### src/rtl/itch_encoder.sv
// itch_encoder: serializes one canonical parsed order-book record per
// handshake into a big-endian ITCH 5.0 byte stream, one byte per cycle,
// with valid/ready backpressure on the output.
//
// Ports:
//   clk, rst       clock, asynchronous active-high reset
//   in_valid/in_ready          record handshake
//   parsed_type    1=A 2=X 3=D 4=U 5=E 6=P, anything else is dropped
//   order_ref, side, shares, price, new_order_ref, timestamp, misc_data
//                  record fields, captured on acceptance
//   out_byte/out_valid/out_ready  byte stream handshake
//   out_sop/out_eop            first/last byte markers (qualified by out_valid)
//   drop_err       one-cycle pulse after an unsupported record is accepted
//   msg_count      messages fully transmitted (wraps)
module itch_encoder #(
  parameter logic [15:0] STOCK_LOCATE = 16'h0000,
  parameter logic [15:0] TRACKING_NUM = 16'h0000,
  parameter logic [7:0]  STOCK_FILL   = 8'h20
) (
  input  logic        clk,
  input  logic        rst,
  input  logic        in_valid,
  output logic        in_ready,
  input  logic [3:0]  parsed_type,
  input  logic [63:0] order_ref,
  input  logic        side,
  input  logic [31:0] shares,
  input  logic [31:0] price,
  input  logic [63:0] new_order_ref,
  input  logic [47:0] timestamp,
  input  logic [63:0] misc_data,
  output logic [7:0]  out_byte,
  output logic        out_valid,
  input  logic        out_ready,
  output logic        out_sop,
  output logic        out_eop,
  output logic        drop_err,
  output logic [15:0] msg_count
);

  typedef enum logic {
    S_IDLE,
    S_SEND
  } state_t;

  state_t      state;
  logic [5:0]  idx;
  logic [3:0]  typ_l;
  logic [63:0] oref_l;
  logic        side_l;
  logic [31:0] shares_l;
  logic [31:0] price_l;
  logic [63:0] nref_l;
  logic [47:0] ts_l;
  logic [63:0] misc_l;

  function automatic logic supported(input logic [3:0] t);
    return (t >= 4'd1) && (t <= 4'd6);
  endfunction

  function automatic logic [5:0] msg_len(input logic [3:0] t);
    logic [5:0] n;
    case (t)
      4'd1:    n = 6'd36;
      4'd2:    n = 6'd23;
      4'd3:    n = 6'd19;
      4'd4:    n = 6'd35;
      4'd5:    n = 6'd31;
      4'd6:    n = 6'd44;
      default: n = 6'd0;
    endcase
    return n;
  endfunction

  // The whole message is laid out MSB-first in a 44-byte vector (zero padded
  // past LEN) so a single left shift by the byte index selects byte[i].
  function automatic logic [7:0] msg_byte(
    input logic [3:0]  t,
    input logic [63:0] oref,
    input logic        sd,
    input logic [31:0] sh,
    input logic [31:0] pr,
    input logic [63:0] nref,
    input logic [47:0] ts,
    input logic [63:0] misc,
    input logic [5:0]  i
  );
    logic [351:0] m;
    logic [87:0]  hdr;
    logic [7:0]   tc;
    logic [7:0]   sc;
    sc = sd ? 8'h42 : 8'h53;
    case (t)
      4'd1:    tc = 8'h41;
      4'd2:    tc = 8'h58;
      4'd3:    tc = 8'h44;
      4'd4:    tc = 8'h55;
      4'd5:    tc = 8'h45;
      4'd6:    tc = 8'h50;
      default: tc = 8'h00;
    endcase
    hdr = {tc, STOCK_LOCATE, TRACKING_NUM, ts};
    case (t)
      4'd1:    m = {hdr, oref, sc, sh, misc, pr, 64'd0};
      4'd2:    m = {hdr, oref, sh, 168'd0};
      4'd3:    m = {hdr, oref, 200'd0};
      4'd4:    m = {hdr, misc, nref, sh, pr, 72'd0};
      4'd5:    m = {hdr, oref, sh, misc, 104'd0};
      4'd6:    m = {hdr, oref, sc, sh, {8{STOCK_FILL}}, pr, misc};
      default: m = '0;
    endcase
    m = m << {i, 3'b000};
    return m[351:344];
  endfunction

  // Combinational so that it is low for the whole reset and high on the
  // first idle cycle after release.
  assign in_ready = (state == S_IDLE) && !rst;

  always_ff @(posedge clk or posedge rst) begin
    if (rst) begin
      state     <= S_IDLE;
      idx       <= '0;
      typ_l     <= '0;
      oref_l    <= '0;
      side_l    <= 1'b0;
      shares_l  <= '0;
      price_l   <= '0;
      nref_l    <= '0;
      ts_l      <= '0;
      misc_l    <= '0;
      out_byte  <= '0;
      out_valid <= 1'b0;
      out_sop   <= 1'b0;
      out_eop   <= 1'b0;
      drop_err  <= 1'b0;
      msg_count <= '0;
    end else begin
      drop_err <= 1'b0;
      case (state)
        S_IDLE: begin
          if (in_valid && in_ready) begin
            if (supported(parsed_type)) begin
              typ_l     <= parsed_type;
              oref_l    <= order_ref;
              side_l    <= side;
              shares_l  <= shares;
              price_l   <= price;
              nref_l    <= new_order_ref;
              ts_l      <= timestamp;
              misc_l    <= misc_data;
              idx       <= '0;
              // Byte 0 is built straight from the inputs so it is presented
              // the cycle after acceptance.
              out_byte  <= msg_byte(parsed_type, order_ref, side, shares, price,
                                    new_order_ref, timestamp, misc_data, 6'd0);
              out_valid <= 1'b1;
              out_sop   <= 1'b1;
              out_eop   <= 1'b0;
              state     <= S_SEND;
            end else begin
              drop_err <= 1'b1;
            end
          end
        end
        S_SEND: begin
          if (out_ready) begin
            idx <= idx + 6'd1;
            if (out_eop) begin
              out_valid <= 1'b0;
              out_sop   <= 1'b0;
              out_eop   <= 1'b0;
              msg_count <= msg_count + 16'd1;
              state     <= S_IDLE;
            end else begin
              out_byte <= msg_byte(typ_l, oref_l, side_l, shares_l, price_l,
                                   nref_l, ts_l, misc_l, idx + 6'd1);
              out_sop  <= 1'b0;
              out_eop  <= ((idx + 6'd2) == msg_len(typ_l));
            end
          end
        end
        default: state <= S_IDLE;
      endcase
    end
  end

endmodule

### config.mk
export PLATFORM = sky130hd
export DESIGN_NAME = itch_encoder
export DESIGN_NICKNAME = d
export VERILOG_FILES = /design/src/rtl/itch_encoder.sv
export SDC_FILE = /design/constraint.sdc
export NUM_CORES = 1
export LEC_CHECK = 0
export CELL_PAD_IN_SITES_DETAIL_PLACEMENT = 0
export CELL_PAD_IN_SITES_GLOBAL_PLACEMENT = 1
export CORE_MARGIN = 2
export CORE_UTILIZATION = 42
export CTS_CLUSTER_DIAMETER = 80
export DETAILED_ROUTE_END_ITERATION = 12
export GPL_TIMING_DRIVEN = 1
export PLACE_DENSITY_LB_ADDON = 0.12
export SYNTH_ARGS = -nofsm -noshare
export SYNTH_HDL_FRONTEND = slang
export SYNTH_SLANG_ARGS = --single-unit
### constraint.sdc
create_clock -name clk -period 33 [get_ports clk]
set_clock_uncertainty 0.2 [all_clocks]
set_input_delay 4.95 -clock clk [delete_from_list [all_inputs] [get_ports clk]]
set_output_delay 4.95 -clock clk [all_outputs]
set_load 0.05 [all_outputs]
After elaboration in Yosys (flattened, before gate mapping)
Index checks and enable logic that the tools add are counted.
- register bits after elaboration: 344
- output and inout bits: 29
- $add $sub $neg: 3
- $lt $le $gt $ge: 2
- equality and inequality tests: 18
- shift operators: 1
- mux-type cells: 42
- bitwise gates (word level): 1
- reductions and logical operators: 9
- operators by type and width (cell ; number):
    $pmux W352 S6 ; 2
    $mux W352 ; 3
    $shl A352 B9 Y352 ; 1
    $pmux W5 S5 ; 2
    $mux W6 ; 6
    $pmux W6 S6 ; 1
    $mux W8 ; 4
    $eq A4 B3 Y1 const B ; 6
    $add A16 B1 Y16 const B ; 1
    $eq A4 B2 Y1 const B ; 4
    $mux W1 ; 16
    $pmux W8 S2 ; 1
    $pmux W6 S2 ; 1
    $mux W5 ; 2
    $reduce_and A3 Y1 ; 3
    $eq A4 B1 Y1 const B ; 2
    $pmux W1 S2 ; 4
    $reduce_and A4 Y1 ; 2
    $add A6 B1 Y6 const B ; 1
    $add A6 B2 Y6 const B ; 1
    $eq A6 B6 Y1 ; 1
    $ne A2 B2 Y1 const B ; 3
    $ge A4 B1 Y1 const B ; 1
    $le A4 B3 Y1 const B ; 1
    4 further kinds ; 7

Logic depth before layout (Yosys ltp)
- depth after elaboration: 10
- mapped depth: 12
- depth with buffers taken out: 8

Worst setup path after synthesis
Ideal clock, no wire load.
- kind: input-to-output
- from: in rst
- to: out in_ready
- arrival: 5.674 ns
- data required time: 27.850 ns
- path slack: 22.176 ns
- cell stages on the path: 1
- buffers on the path: 0
- cell sequence: nor2_1
- longest elaborated chain between the ends: 2
- RTL lines (item ; RTL line ; text):
    from (decl) ; 21 ; input logic rst,
    $logic_not A1 Y1 (no source line) ; n/a ;
    $logic_and A1 B1 Y1 ; 118 ; assign in_ready = (state == S_IDLE) && !rst;
    to (decl) ; 23 ; output logic in_ready,
No other way between the ends.

Worst setup path in the final report
Ends and elaborated chain as after synthesis.

==> summary by stage <==
Min path
The worst min-delay path class is reg2reg. The number of cells traversed by the worst hold path is 2. The startpoint identified for the worst hold timing path is price_l[20].

Pwr
Dividing total power by cell area gives a power density of roughly 110 nW/µm². The analysis attributes to cell leakage a power of around 11 nW. The maximum VDD drop is around 0.00005 V.

Cells and area
In the final design database the tool counted 2,853 nets. The area growth from synthesis to layout is 28.0%. In the final layout, the share of cells above drive strength 1 is 0.0705.

Floorplan
Measured along the x axis, the die boundary spans between 200 and 250 µm. The die extent in y is roughly 220 µm. The initial utilization of the core area, before any placement, comes to 0.425.

The initialized floorplan defines 77 standard-cell rows. between 300 and 400 I/O pins were placed. The core area is 44,100 µm². The die area is between 40,000 and 50,000 µm².

Timing
The post-route setup TNS is 0 ps. In the post-route analysis, the smallest setup slack over all paths is ~21,000 ps. Setup repair after global routing left no endpoint under its margin.

Based on the critical path, the design can be clocked at up to 84.3 MHz. The actual slew at the worst max-slew pin is 1280 ps. Subtracting the final worst setup slack from the clock period gives between 10,000 and 15,000 ps. Setup violations remaining at the end of the flow were counted as 0.

The final number of max-transition violations is 0. The worst slew margin relative to its limit is 0.142. Dividing the final minimum period by the clock period gives 0.359. The hold violation count in the final report is 0.

GRT
Entering global routing, the biggest net connects 170 pins. The number of antenna violations at the first check in global routing was 1. The wire length of the first global-routing pass is about 120,000 µm. The via count of the first global-routing pass came to between 15,000 and 20,000. The final global-route overflow total is 0. The overall routing resource usage is 0.352.

CTS
At the later pin of the worst-skew pair, clock insertion delay measures approximately 570 ps. The clock transition at the register clock pins on the worst setup and hold paths after CTS is about 60 ps. The root buffer selected by CTS is clkbuf_16. The deepest level of the CTS H-tree is 2. The number of clock sinks seen by CTS is 344.

Post-CTS repair changed the size of 0 cells. The CTS tree is done. The clock tree buffer depth is 3. The number of buffers added to fix hold violations after cts is 0. In this run the post-CTS setup repair buffer count came out at 0. The number of buffers added by the clock tree synthesis step is 40.

Critical path
STA puts the critical path data arrival time at about 6700 ps. Counting both buffers and inverters, the worst setup path holds a total of 2. For the worst setup path, the data required time is about 28,000 ps.

The depth of the critical timing path with buffers and inverters included is 3. Walking the worst path, the cells encountered are clkdlybuf4s50_1, nor2_1, clkdlybuf4s50_1. Of all nets on the critical path, the largest fanout is 4. The largest single stage delay on the critical path is 880 ps. Counting cells, the worst reg-to-reg path comes to 8. In this design, the critical path's most frequently occurring cell is clkdlybuf4s50_1. The worst setup path is captured at an output port. The nature of the critical path startpoint is a primary input. The critical path in this run is classified as in2out.

Tracing the worst setup path back leads to its startpoint at rst. The kind of cell with the highest combined delay on the critical path is buffers and inverters. The slowest cell on the critical path is clkdlybuf4s50_1. The startpoint identified for the worst register-to-register timing path is typ_l[0].

Place
At the placement stage, the worst setup path has a slack of approximately 21,000 ps. The final weighted congestion in routability-driven placement is between 1 and 1.5. The count of port buffers added during placement is 341.

Detailed placement finished with a half-perimeter wire length of approximately 59,000 µm.

Yosys
Counting every net in the synthesized netlist gives 2,606. The synthesized design contains 0 enable-type register cells. The post-synthesis cell count is about 2,300.

The share of synthesized area occupied by flip-flops and latches is 0.459. The synthesized cell area is approximately 19,000 µm². After synthesis, the cell types taking the most area are dfrtp_1 (46%), nand2_1 (20%), a221oi_1 (3.6%), a22oi_1 (2.4%), clkbuf_1 (2.3%).

The post-synthesis cell type count is 70. The share of synthesized area in the top cell type comes to 0.459. Dividing the synthesized area by the synthesized cell count gives just over 8 µm². Of all cell types, the one taking the most synthesized area is dfrtp_1. The count of state elements after synthesis is between 300 and 400. The prevailing post-synth register cell is dfrtp_1. The count of warnings emitted by yosys is 0. After synthesis, the share of flip-flops with an asynchronous set or reset is 1.00.

Drt
The final routed DRC violation total is 0. In this run the remaining antenna-violating nets after routing total 0. The number of vias per cell after detailed routing is approximately 6. The number of vias in the routed layout is 19,000.

The detailed-route wire length per cell is roughly 26 µm. The first-pass detailed-route iteration total is 6. The first routing iteration left between 2,000 and 2,500 violations. Wires add up to about 82,000 µm.

Flow run
The max-cap violation count is 0.

Run status
The flow ran to the end, and the final reports show no timing, DRC or antenna violations.
## cell families (layout without fill, tap and decap cells)
kind of cell               count (synthesis)  count (layout)  share of synthesized area
and+or+nand+nor                         1210            1210                      0.262
AOI/OAI and AO/OA                        433             433                      0.167
DFF                                      344             344                      0.459
buffers and inverters                    194             471                     0.0437
muxes                                     76              76                     0.0523
xor gates and xnor gates                  30              30                     0.0140
adders and majority gates                  3               3                    0.00200
other                                      0               2                          0
## synth_stat cells (all sizes together) (19+ instances only)
library cell	count
a32oi	19
a21oi	54
nor2	62
clkbuf	113
nand3	48
mux2	36
a221oi	77
xnor2	21
a31oi	21
o22ai	25
o21ai	68
a22oi	59
buf	66
dfrtp	344
mux2i	26
nor3	24
nand2	991
## cell type report
type	count	area [µm²]
antenna	2	5.00
inverter	15	63.8
timing repair buffer	384	3750
clock buffer	61	1240
fill	4201	20100
tap	592	741
multi-input combinational	1752	9440
clock inverter	11	160
sequential	344	8610
## state kept, by name, indices dropped and copies added (netlist names), 4 cells and up
signal / count
nref_l: 64
misc_l: 64
ts_l: 48
msg_count: 16
out_byte: 8
typ_l: 4
idx: 6
shares_l: 32
oref_l: 64
price_l: 32
## power breakdown
part           leakage, nW  switching [mW]  internal, mW
sequential            4.38           0.281         0.619
combinational         5.89           0.830         0.458
clock                0.689           0.186         0.284
total                 11.0            1.30          1.36
## cells in the final DEF, fill, tap and decap left out, drive strengths merged, types with 13 or more instances in the layout
cell type / Yosys / routed
a211oi: 13 / 13
a21oi: 54 / 54
a221o: 13 / 13
a221oi: 77 / 77
a22oi: 59 / 59
a31oi: 21 / 21
a32oi: 19 / 19
and3: 13 / 13
buf: 66 / 43
clkbuf: 113 / 61
clkdlybuf4s50: 0 / 341
dfrtp: 344 / 344
inv: 15 / 19
mux2: 36 / 36
mux2i: 26 / 26
mux4: 14 / 14
nand2: 991 / 991
nand3: 48 / 48
nand4: 13 / 13
nor2: 62 / 62
nor3: 24 / 24
o21ai: 68 / 68
o22ai: 25 / 25
xnor2: 21 / 21
## metrics by stage
stage / utilization / hold WS, ps / cell area [µm²] / std cells / power, mW
finish: 0.544 / 272 / 24000 / 3161 / 2.66
global route: 0.544 / 286 / 24000 / 3159 / 2.78
CTS: 0.544 / 275 / 24000 / 3159 / 2.61
detailed placement: 0.512 / 259 / 22600 / 3087 / 2.13
global placement: 0.512 / 254 / 22600 / 3087 / 2.12
floorplan: - / 237 / 18800 / 2290 / 1.57
## tightest hold or removal path: stages, from the launching register on
cell and delay, ps:
dfrtp_1 340, nand2_1 50, nand2_1 50
## routing by layer
metal	vias up	GRT usage	routed length [µm]
li1	8438	-	-
met2	1141	0.493	33700
met3	172	0.0834	9000
met1	9251	0.517	35600
met5	-	0	8
met4	2	0.150	3600
## path summary, 6_finish.rpt
kind,to,slack (ps)
worst max-delay path,in_ready,21140
worst min-delay path,price_l[20],270
worst max register to register,out_byte[3],27780
worst min register to register,price_l[20],270
max in group asynchronous,misc_l[22],26330
min in group asynchronous,typ_l[1],4760
No activity file was read; power rests on OpenSTA's default activity.
